[src/rtl/fwrisc_rf_pkg.sv]
// Shared register-file types for the fwrisc core: widths, write-port record and x0 test.
package fwrisc_rf_pkg;

    localparam int RF_ADDR_W = 6;
    localparam int RF_DATA_W = 32;

    typedef struct packed {
        logic                 en;
        logic [RF_ADDR_W-1:0] addr;
        logic [RF_DATA_W-1:0] data;
    } rf_wr_t;

    function automatic logic is_zero_reg(input logic [RF_ADDR_W-1:0] addr);
        return (addr == '0);
    endfunction

endpackage

[src/rtl/fwrisc_operand_bypass.sv]
// Per-operand resolve: x0, then the write happening now, then last cycle's write, then regfile.
module fwrisc_operand_bypass
    import fwrisc_rf_pkg::*;
(
    input  logic [RF_ADDR_W-1:0] addr,
    input  logic                 live_en,
    input  logic [RF_ADDR_W-1:0] live_addr,
    input  logic [RF_DATA_W-1:0] live_data,
    input  logic                 byp_en,
    input  logic [RF_ADDR_W-1:0] byp_addr,
    input  logic [RF_DATA_W-1:0] byp_data,
    input  logic [RF_DATA_W-1:0] rdata,
    output logic [RF_DATA_W-1:0] op
);

    always_comb begin
        op = rdata;
        if (is_zero_reg(addr)) begin
            op = '0;
        end else if (live_en && (live_addr == addr)) begin
            op = live_data;
        end else if (byp_en && (byp_addr == addr)) begin
            // regfile returned pre-write data for a read that collided with this write
            op = byp_data;
        end
    end

endmodule

[src/rtl/fwrisc_operand_fetch.sv]
// Operand-fetch stage: issues regfile reads, forwards in-flight writes, and holds a
// two-deep (R, O) pipeline toward execute with a valid/ready handshake.
module fwrisc_operand_fetch
    import fwrisc_rf_pkg::*;
#(
    parameter int ADDR_W = RF_ADDR_W,
    parameter int DATA_W = RF_DATA_W,
    parameter int TAG_W  = 32
) (
    input  logic              clock,
    input  logic              reset,
    input  logic              flush,
    input  logic              in_valid,
    output logic              in_ready,
    input  logic [ADDR_W-1:0] in_rs1,
    input  logic [ADDR_W-1:0] in_rs2,
    input  logic [TAG_W-1:0]  in_tag,
    output logic [ADDR_W-1:0] ra_raddr,
    output logic [ADDR_W-1:0] rb_raddr,
    input  logic [DATA_W-1:0] ra_rdata,
    input  logic [DATA_W-1:0] rb_rdata,
    input  logic [ADDR_W-1:0] rd_waddr,
    input  logic [DATA_W-1:0] rd_wdata,
    input  logic              rd_wen,
    output logic              out_valid,
    input  logic              out_ready,
    output logic [DATA_W-1:0] out_op_a,
    output logic [DATA_W-1:0] out_op_b,
    output logic [ADDR_W-1:0] out_rs1,
    output logic [ADDR_W-1:0] out_rs2,
    output logic [TAG_W-1:0]  out_tag
);

    logic              r_vld;
    logic              o_vld;
    logic [ADDR_W-1:0] r_rs1;
    logic [ADDR_W-1:0] r_rs2;
    logic [TAG_W-1:0]  r_tag;
    rf_wr_t            byp;

    logic              adv_o;
    logic              o_free;
    logic              accept;
    logic              r_to_o;
    logic [DATA_W-1:0] res_a;
    logic [DATA_W-1:0] res_b;

    assign adv_o     = o_vld & out_ready;
    assign o_free    = ~o_vld | out_ready;
    assign in_ready  = ~r_vld | o_free;
    assign accept    = in_valid & in_ready & ~flush;
    assign r_to_o    = r_vld & o_free;
    assign out_valid = o_vld;

    // a stalled R stage keeps re-reading its own sources so rdata stays fresh
    assign ra_raddr = accept ? in_rs1 : r_rs1;
    assign rb_raddr = accept ? in_rs2 : r_rs2;

    fwrisc_operand_bypass u_byp_a (
        .addr      (r_rs1),
        .live_en   (rd_wen),
        .live_addr (rd_waddr),
        .live_data (rd_wdata),
        .byp_en    (byp.en),
        .byp_addr  (byp.addr),
        .byp_data  (byp.data),
        .rdata     (ra_rdata),
        .op        (res_a)
    );

    fwrisc_operand_bypass u_byp_b (
        .addr      (r_rs2),
        .live_en   (rd_wen),
        .live_addr (rd_waddr),
        .live_data (rd_wdata),
        .byp_en    (byp.en),
        .byp_addr  (byp.addr),
        .byp_data  (byp.data),
        .rdata     (rb_rdata),
        .op        (res_b)
    );

    always_ff @(posedge clock or posedge reset) begin
        if (reset) begin
            r_vld    <= 1'b0;
            o_vld    <= 1'b0;
            r_rs1    <= '0;
            r_rs2    <= '0;
            r_tag    <= '0;
            byp      <= '0;
            out_op_a <= '0;
            out_op_b <= '0;
            out_rs1  <= '0;
            out_rs2  <= '0;
            out_tag  <= '0;
        end else begin
            // committed writes are tracked through a flush as well
            byp <= '{en: rd_wen, addr: rd_waddr, data: rd_wdata};

            if (flush) begin
                r_vld <= 1'b0;
                o_vld <= 1'b0;
            end else begin
                r_vld <= accept | (r_vld & ~o_free);
                if (r_to_o) begin
                    o_vld <= 1'b1;
                end else if (adv_o) begin
                    o_vld <= 1'b0;
                end
            end

            if (accept) begin
                r_rs1 <= in_rs1;
                r_rs2 <= in_rs2;
                r_tag <= in_tag;
            end

            if (r_to_o) begin
                out_op_a <= res_a;
                out_op_b <= res_b;
                out_rs1  <= r_rs1;
                out_rs2  <= r_rs2;
                out_tag  <= r_tag;
            end else if (o_vld && !out_ready) begin
                if (rd_wen && (rd_waddr == out_rs1) && (out_rs1 != '0)) begin
                    out_op_a <= rd_wdata;
                end
                if (rd_wen && (rd_waddr == out_rs2) && (out_rs2 != '0)) begin
                    out_op_b <= rd_wdata;
                end
            end
        end
    end

endmodule

[config.mk]
export PLATFORM = sky130hd
export DESIGN_NAME = fwrisc_operand_fetch
export DESIGN_NICKNAME = d
export VERILOG_FILES = /design/src/rtl/fwrisc_rf_pkg.sv /design/src/rtl/fwrisc_operand_bypass.sv /design/src/rtl/fwrisc_operand_fetch.sv
export SDC_FILE = /design/constraint.sdc
export NUM_CORES = 1
export LEC_CHECK = 0
export CAP_MARGIN = 5
export CELL_PAD_IN_SITES_DETAIL_PLACEMENT = 1
export CELL_PAD_IN_SITES_GLOBAL_PLACEMENT = 2
export CORE_UTILIZATION = 32
export DETAILED_ROUTE_END_ITERATION = 10
export PLACE_DENSITY_LB_ADDON = 0.1
export SLEW_MARGIN = 40
export SYNTH_ARGS = -nofsm -noshare
export SYNTH_HDL_FRONTEND = slang
export SYNTH_SLANG_ARGS = --single-unit
[constraint.sdc]
create_clock -name clock -period 16.65 [get_ports clock]
set_input_delay 1.665 -clock clock [delete_from_list [all_inputs] [get_ports clock]]
set_output_delay 1.665 -clock clock [all_outputs]
set_load 0.01 [all_outputs]
* After elaboration in Yosys (flattened, before gate mapping)
Index checks and enable logic that the tools add are counted.
Widths: inputs -> output; s select.
** Storage, ports and cells
- Latch bits :: 0
- Bits in writable memories :: 0
- Bits in registers :: 193
- Output and inout port bits :: 122
- ROM bits :: 0
- Input port bits :: 152
- Memories kept :: 0
** Cells by class
- Multiply operators :: 0
- Order comparisons :: 0
- Add/sub/neg operators :: 0
- Reduce and logical (&&, ||, !) cells :: 20
- Mux-type cells :: 18
- Div/mod/pow operators :: 0
- Shift operators :: 0
- Bitwise operators :: 12
- Eq/ne operators :: 6
** Operators with widths (count)
- $mux 32 :: 12
- $eq 6x6->1 :: 6
- $logic_not 6->1 :: 2
- $mux 6 :: 2
- $reduce_bool 6->1 :: 2
- $logic_and 1x1->1 :: 9
- $reduce_bool 2->1 :: 3
- $and 1x1->1 :: 5
- $mux 1 :: 4
- $not 1->1 :: 4
- $reduce_and 2->1 :: 2
- $or 1x1->1 :: 3
- $reduce_bool 3->1 :: 1
- $logic_not 1->1 :: 1

* Logic depth before layout (Yosys ltp)
Gate-level depths: netlist of the first run.
- Depth in word-level cells :: 7
- Mapped depth :: 8
- Mapped depth without buffers :: 5

* By module
A second synthesis of the first run with hierarchy kept.
** Second synthesis, totals
- Cell total of the unflattened synthesis :: 991
- Area, all modules :: 10339.9 µm²
** Modules (own cells, without submodules)
- fwrisc_operand_fetch :: cells each 641, times used 1, area each 8137.8 µm², sequential area each 4829.6 µm²
- fwrisc_operand_bypass :: cells each 175, times used 2, area each 1101.1 µm², sequential area each 0.0 µm²

* Least setup slack after synthesis of the first run
OpenSTA, ideal clock, no wires.
- Path type :: input port to output port
- Start point :: input out_ready
- End point :: output ra_raddr[0]
- Setup slack :: 12.056 ns
- Path buffers :: 1
- Stages :: 5
- Data arrival time :: 2.929 ns
- Cells stage by stage :: nor2b_1 > nand2_1 > nand3b_1 > buf_2 > mux2_2
** Between the ends
- Longest elaborated chain between the ends :: 5
** Ends and longest elaborated chain
- start: declaration :: line fwrisc_operand_fetch.sv:26 : input logic out_ready,
- $or 1x1->1 :: line fwrisc_operand_fetch.sv:49 : assign o_free = ~o_vld | out_ready;
- $or 1x1->1 :: line fwrisc_operand_fetch.sv:50 : assign in_ready = ~r_vld | o_free;
- net in_ready :: line fwrisc_operand_fetch.sv:14 : output logic in_ready,
- $and 1x1->1 (2 in a row) :: line fwrisc_operand_fetch.sv:51 : assign accept = in_valid & in_ready & ~flush;
- $mux 6
- end: declaration :: line fwrisc_operand_fetch.sv:18 : output logic [ADDR_W-1:0] ra_raddr,
The timed path passes the listed nets, and every way through them passes these cells.

* Final worst setup path of the first run
- Start point :: input out_ready
- End point :: output rb_raddr[0]
** Between the ends
- Longest elaborated chain between the ends :: 5
** Ends and longest elaborated chain
- $or 1x1->1 :: line fwrisc_operand_fetch.sv:49
- $or 1x1->1 :: line fwrisc_operand_fetch.sv:50
- $and 1x1->1 (2 in a row) :: line fwrisc_operand_fetch.sv:51
- $mux 6
- end: declaration :: line fwrisc_operand_fetch.sv:19 : output logic [ADDR_W-1:0] rb_raddr,
Every way passes these cells.

==> results_dict.tcl, run 1 <==
set metrics [dict create \
    hold_end "out_tag[5]" \
    n_fill_cell 3198 \
    synth_top_area_share_pct 50.55 \
    post-synth-top-area-cell "dfrtp_1" \
    power_density_nw_per_um2 104.9 \
    clock_path_buffers 2 \
    synth_ff_type "dfrtp_1" \
    yosys.area_share.simple_pct 17.39 \
    ant_nets 0 \
    grtUsageMet2_pct 35.02 \
    cp_slowest_cell "clkdlybuf4s50_1" \
    crit_type "input port to output pin" \
    synth_commonest_cells "nand2_1, dfrtp_1, nor3_1, a21boi_0, and3_1" \
    cp.required_ns 14.98 \
    io-pin-count 274 \
    num_vias 7682 \
    start_util_pct 32.93 \
    timing.slew.headroom_pct 48.96 \
    n_antenna_cell 0 \
    rr_endpoint "out_op_a[3]" \
    final_layout_size_suffix_gt1_share_pct 17.39 \
    ff2ff_path_depth 7 \
    synth_top_family_by_area "compound AO/OA/AOI/OAI gates" \
    gp_congestion 0.7407 \
    grt-ovfl-total 0 \
    drt_pass1_iterations 5 \
    avgSynthCellArea_um2 10.52 \
    die_w_um 174.8 \
    drt_iter0_drc 304 \
    top_usage_layer "met2" \
    ir_drop_mv 0.05225 \
    synth-xor-area-share_pct 3.117 \
    total_power_mw 1.376 \
    synth_nets 1060 \
    synth_mux_area_share_pct 5.186 \
    met1_usage_pct 27.83 \
    synth_area_leaders "dfrtp_1, a31oi_2, nand2_1" \
    die-area_um2 30550 \
    cts_setup_buffers 0 \
    worst_skew_pair.late_latency_ns 0.44 \
    rsz0062_at_grt "no" \
    seq_area_frac_synth_pct 50.55 \
    grt_antenna_before_repair 2 \
    final_util_pct 45.23 \
    syn_area_um2 9554 \
    worst-path-buf-inv 3 \
    grt_max_degree 130 \
    finalHoldViolations 0 \
    worst_pin_slew_ns 0.7656 \
    hp-class "flop to flop" \
    remaining_drc_errors 0 \
    clkSlewWorstSetupHoldPaths_ns 0.08 \
    synthAdderAreaFrac_pct 0 \
    htreeDepth 4 \
    cts_tree "yes" \
    status "finished clean" \
    wire_per_inst_um 20.80 \
    yosysMostFrequentCell "nand2_1" \
    routed_wl_um 31910 \
    path_cells "clkdlybuf4s50_1 > nor2b_1 > nand2_1 > nand3b_1 > buf_4 > mux2_2 > clkdlybuf4s50_1" \
    startpoint_type "input port" \
    yosysUniqueCellTypes 37 \
    crit_fanout 26 \
    cpMostUsedCell "clkdlybuf4s50_1" \
    syn_inst 908 \
    syn_to_final_growth_pct 37.34 \
    cts_buffers 17 \
    grt.total_usage_pct 21.41 \
    finalNetCount 1290 \
    viasPerCell 5.008 \
    cts_root_buffer "clkbuf_16" \
    cts_resized 0 \
    path_delay_family "buffers and inverters" \
    num_rows 62 \
    skew_ns 0.01611 \
    max_stage_delay_ns 0.49 \
    crit_arrival_ns 4.40 \
    cts_sinks 193 \
    rrSetupSlack_ns 13.57 \
    cp-end-kind "output pin" \
    setup_tns_ns 0 \
    setup_viol 0 \
    slew_viol_final 0 \
    min_period_ns 6.065 \
    ys_warn_count 0 \
    grtUsageMet3_pct 6.310 \
    min_from "r_tag[5]" \
    grt_pass1_vias 8361 \
    r2r-start "out_valid" \
    finalCritPeriodShare_pct 36.43 \
    p_leak_nw 5.416 \
    synth-edff-count 0 \
    grt_pass1_wl_um 50200 \
    max_cap_violations 0 \
    fmax_mhz 164.9 \
    min_path_cells 2 \
    dp_hpwl_um 20850 \
    io_buffers 273 \
    synth_compound_area_share_pct 19.02 \
    async_flop_share_pct 100.0 \
    coreArea_um2 29010 \
    die_h_um 174.8 \
    cts_hold_buf 0 \
    ys_seq_elements 193 \
]
## metal layers
metal  vias up  wire, um
li1       3632         -
met1      3827     14100
met2       197     15230
met3        24      2196
met4         2       373
met5         -        13
## sequential cells by signal, summed over array words and instances (netlist names)
name	count
byp	39
out_op_a	32
out_op_b	32
out_rs1	6
out_rs2	6
out_tag	32
out_valid	1
r_rs1	6
r_rs2	6
r_tag	32
r_vld	1
## placed cells by master (no fill, tap or decap), drive strengths merged, types with 3 or more instances in the layout
master and n:
clkdlybuf4s50 273, nand2 200, dfrtp 193, nor3 68
o21ai 66, and3 64, a21boi 64, a31oi 64
mux2 44, xnor2 26, clkbuf 17, buf 16
xor2 8, inv 7, nor2 5, clkinv 5
nand4 4, or4 4, clkinvlp 3
## cells by family after synthesis
kind of cell | count (synthesis)
XOR/XNOR | 34
AND/OR/NAND/NOR | 357
flip-flops | 193
multiplexers | 44
AO/OA/AOI/OAI | 201
buffers and inverters | 79
## worst min-delay path, cell delays in order (launching register included)
cell and delay, ns:
dfrtp_1 0.35, nand2_1 0.05, nand2_1 0.05
## through the flow
stage	hold slack [ns]	area (um2)	setup WS, ns	std cells
2_1_floorplan	0.4331	9554	9.729	908
3_3_place_gp	0.4413	12480	10.32	1500
3_5_place_dp	0.4538	12540	10.55	1503
4_1_cts	0.4717	13120	10.53	1534
5_1_grt	0.4936	13120	10.38	1534
6_report	0.4699	13120	10.58	1534
## final cells by class
type	instances	area (um2)	area share [%]
clock buffers	17	425.4	3.242
clock inverters	14	151.4	1.154
inverters	1	16.27	0.1240
multi-input cells	636	4347	33.13
flip-flops and latches	193	4830	36.81
well taps	384	480.5	3.662
repair buffers	289	2872	21.88
## report_power, final
group	leakage, nW	internal, mW	switching [mW]
Combinational	2.89	0.197	0.177
Clock	0.272	0.200	0.213
Sequential	2.26	0.538	0.0514
Total	5.42	0.935	0.442
## worst max-delay path by stage
stage                     depth (start not counted)          end  startpoint  slack (ns)
after floorplan                                   1       byp[0]       reset        9.73
after global placement                            7  rb_raddr[1]   out_ready       10.32
after detailed placement                          7  rb_raddr[0]   out_ready       10.55
after CTS                                         7  rb_raddr[0]   out_ready       10.53
after global routing                              7  rb_raddr[1]   out_ready       10.38
final                                             7  rb_raddr[0]   out_ready       10.58
(Power assumes the default switching activity.)
==> inputs of run 2 (changes only) <==
CORE_UTILIZATION = 30   (was 32)
clock period = 6.28 ns   (was 16.65 ns; I/O delays follow)
==> run 2 against run 1 <==
Compared with the run above:
- sequential cell count unchanged
- routed wire length increased by 1.1%
- worst hold slack got worse by 0.0025 ns
- first-iteration DRC count increased by 5.3%
- final area increased by 0.19%
- via count increased by 0.51%
- non-clock buffer count decreased by 2
- count of clock-buffer cells in the layout increased by 1
- clock power increased to 2.7 times the previous value
- largest cell class unchanged
- largest power group unchanged
==> results_dict.tcl, run 2 (synthesis results as in run 1) <==
set metrics [dict create \
    status "finished clean" \
    cts_setup_buffers 0 \
    finalCritPeriodShare_pct 60.32 \
    drt_pass1_iterations 4 \
    io_buffers 273 \
    min_period_ns 3.788 \
    drt_iter0_drc 320 \
    ir_drop_mv 0.1429 \
    max_stage_delay_ns 0.49 \
    dp_cells 1513 \
    grt.total_usage_pct 20.18 \
    combPwrFrac_pct 26.8 \
    dp_hpwl_um 21330 \
    worst_pin_slew_ns 0.7040 \
    start_util_pct 30.83 \
    coreArea_um2 30990 \
    p_sw_share_pct 31.67 \
    gp_congestion 0.7677 \
    num_vias 7721 \
    setup_tns_ns 0 \
    p_clk_share_pct 30.5 \
    viasPerCell 4.975 \
    worst_skew_pair.late_latency_ns 0.44 \
    cts_buffers 17 \
    grt_antenna_before_repair 7 \
    timing.slew.headroom_pct 53.06 \
    seqPwrFrac_pct 42.7 \
    cpMostUsedCell "clkdlybuf4s50_1" \
    slew_viol_final 0 \
    final_layout_size_suffix_gt1_share_pct 17.23 \
    largest_reg_flops 39 \
    startpoint_type "input port" \
    wire_per_inst_um 20.79 \
    die_w_um 180.5 \
    htreeDepth 4 \
    grt_max_degree 88 \
    die-area_um2 32560 \
    path_cells "clkdlybuf4s50_1 > nor2b_1 > nand2_1 > nand3b_1 > buf_4 > mux2_2 > clkdlybuf4s50_1" \
    crit_arrival_ns 3.16 \
    path_delay_family "buffers and inverters" \
    crit_fanout 23 \
    cts_tree "yes" \
    cts_root_buffer "clkbuf_16" \
    remaining_drc_errors 0 \
    ant_nets 0 \
    cp_slowest_cell "clkdlybuf4s50_1" \
    rrSetupSlack_ns 3.51 \
    final_cell_count_no_fill 1552 \
    setup_viol 0 \
    die_h_um 180.5 \
    routed_wl_um 32270 \
    finalNetCount 1288 \
    hold_ws_ns 0.4674 \
    grt_pass1_wl_um 50590 \
    cts_hold_buf 0 \
    clkSlewWorstSetupHoldPaths_ns 0.08 \
    p_leak_nw 5.417 \
    grt_pass1_vias 8161 \
    syn_to_final_growth_pct 37.60 \
    cts_resized 0 \
    final_util_pct 42.42 \
    power_density_nw_per_um2 280.0 \
    io-pin-count 274 \
    grt-ovfl-total 0 \
    rsz0062_at_grt "no" \
    top_register "byp" \
    fmax_mhz 264.0 \
    cts_sinks 193 \
    skew_ns 0.01933 \
    cp-end-kind "output pin" \
    num_rows 64 \
    hp-class "flop to flop" \
    crit_type "input port to output pin" \
    worst-path-buf-inv 3 \
    clock_path_buffers 2 \
    max_cap_violations 0 \
    power.internal_mw 2.515 \
    cp.required_ns 5.65 \
    layout_commonest_cell "clkdlybuf4s50_1" \
    finalHoldViolations 0 \
    power.switching_mw 1.166 \
    most-common-layout-cells "clkdlybuf4s50_1, nand2_1, dfrtp_1" \
]
[run 2: metrics by stage]
stage          total power, mW  worst slack [ns]  cell area [um2]
2_1_floorplan            2.047            0.3965             9554
3_3_place_gp             2.580             2.514            12500
3_5_place_dp             2.595             2.470            12530
4_1_cts                  3.745             2.449            13130
5_1_grt                  3.875             2.348            13130
6_report                 3.681             2.492            13150
[run 2: area by class of cell]
class / instances / area, um2
flip-flops and latches: 193 / 4830
repair buffers: 287 / 2845
well taps: 396 / 495.5
clock buffers: 18 / 429.2
clock inverters: 14 / 168.9
multi-input cells: 636 / 4349
inverters: 1 / 11.26
fillers: 3406 / 17840
diodes: 7 / 17.52
[run 2: power groups by stage]
stage / Clock [mW] / Sequential [mW] / Combinational (mW)
3_5_place_dp: 0 / 1.60 / 0.998
3_3_place_gp: 0 / 1.59 / 0.986
6_report: 1.12 / 1.57 / 0.985
5_1_grt: 1.21 / 1.60 / 1.07
4_1_cts: 1.17 / 1.57 / 1.00
2_1_floorplan: 0 / 1.62 / 0.432
[run 2: path summary, 6_finish.rpt]
kind,startpoint,endpoint,depth (start not counted)
worst max-delay path,out_ready,ra_raddr[3],7
worst min-delay path,r_tag[11],out_tag[11],2
worst max register to register,out_valid,out_op_b[26],6
worst min register to register,r_tag[11],out_tag[11],2
max in group asynchronous,reset,r_tag[18],3
min in group asynchronous,reset,r_tag[0],2
[run 2: routing by layer]
| layer | track usage (%) | wire length [um] |
|---|---|---|
| met3 | 4.547 | 1630 |
| met5 | 0 | 0 |
| met2 | 32.43 | 15380 |
| met1 | 27.61 | 14990 |
| met4 | 4.513 | 267 |
[run 2: worst register-to-register path: stages (launching register included)]
cell and delay (ns):
dfrtp_1 0.34, nor2b_1 0.44, nand2_1 0.28, a2111oi_4 0.24, buf_4 0.46, or2_4 0.66, a31oi_2 0.20
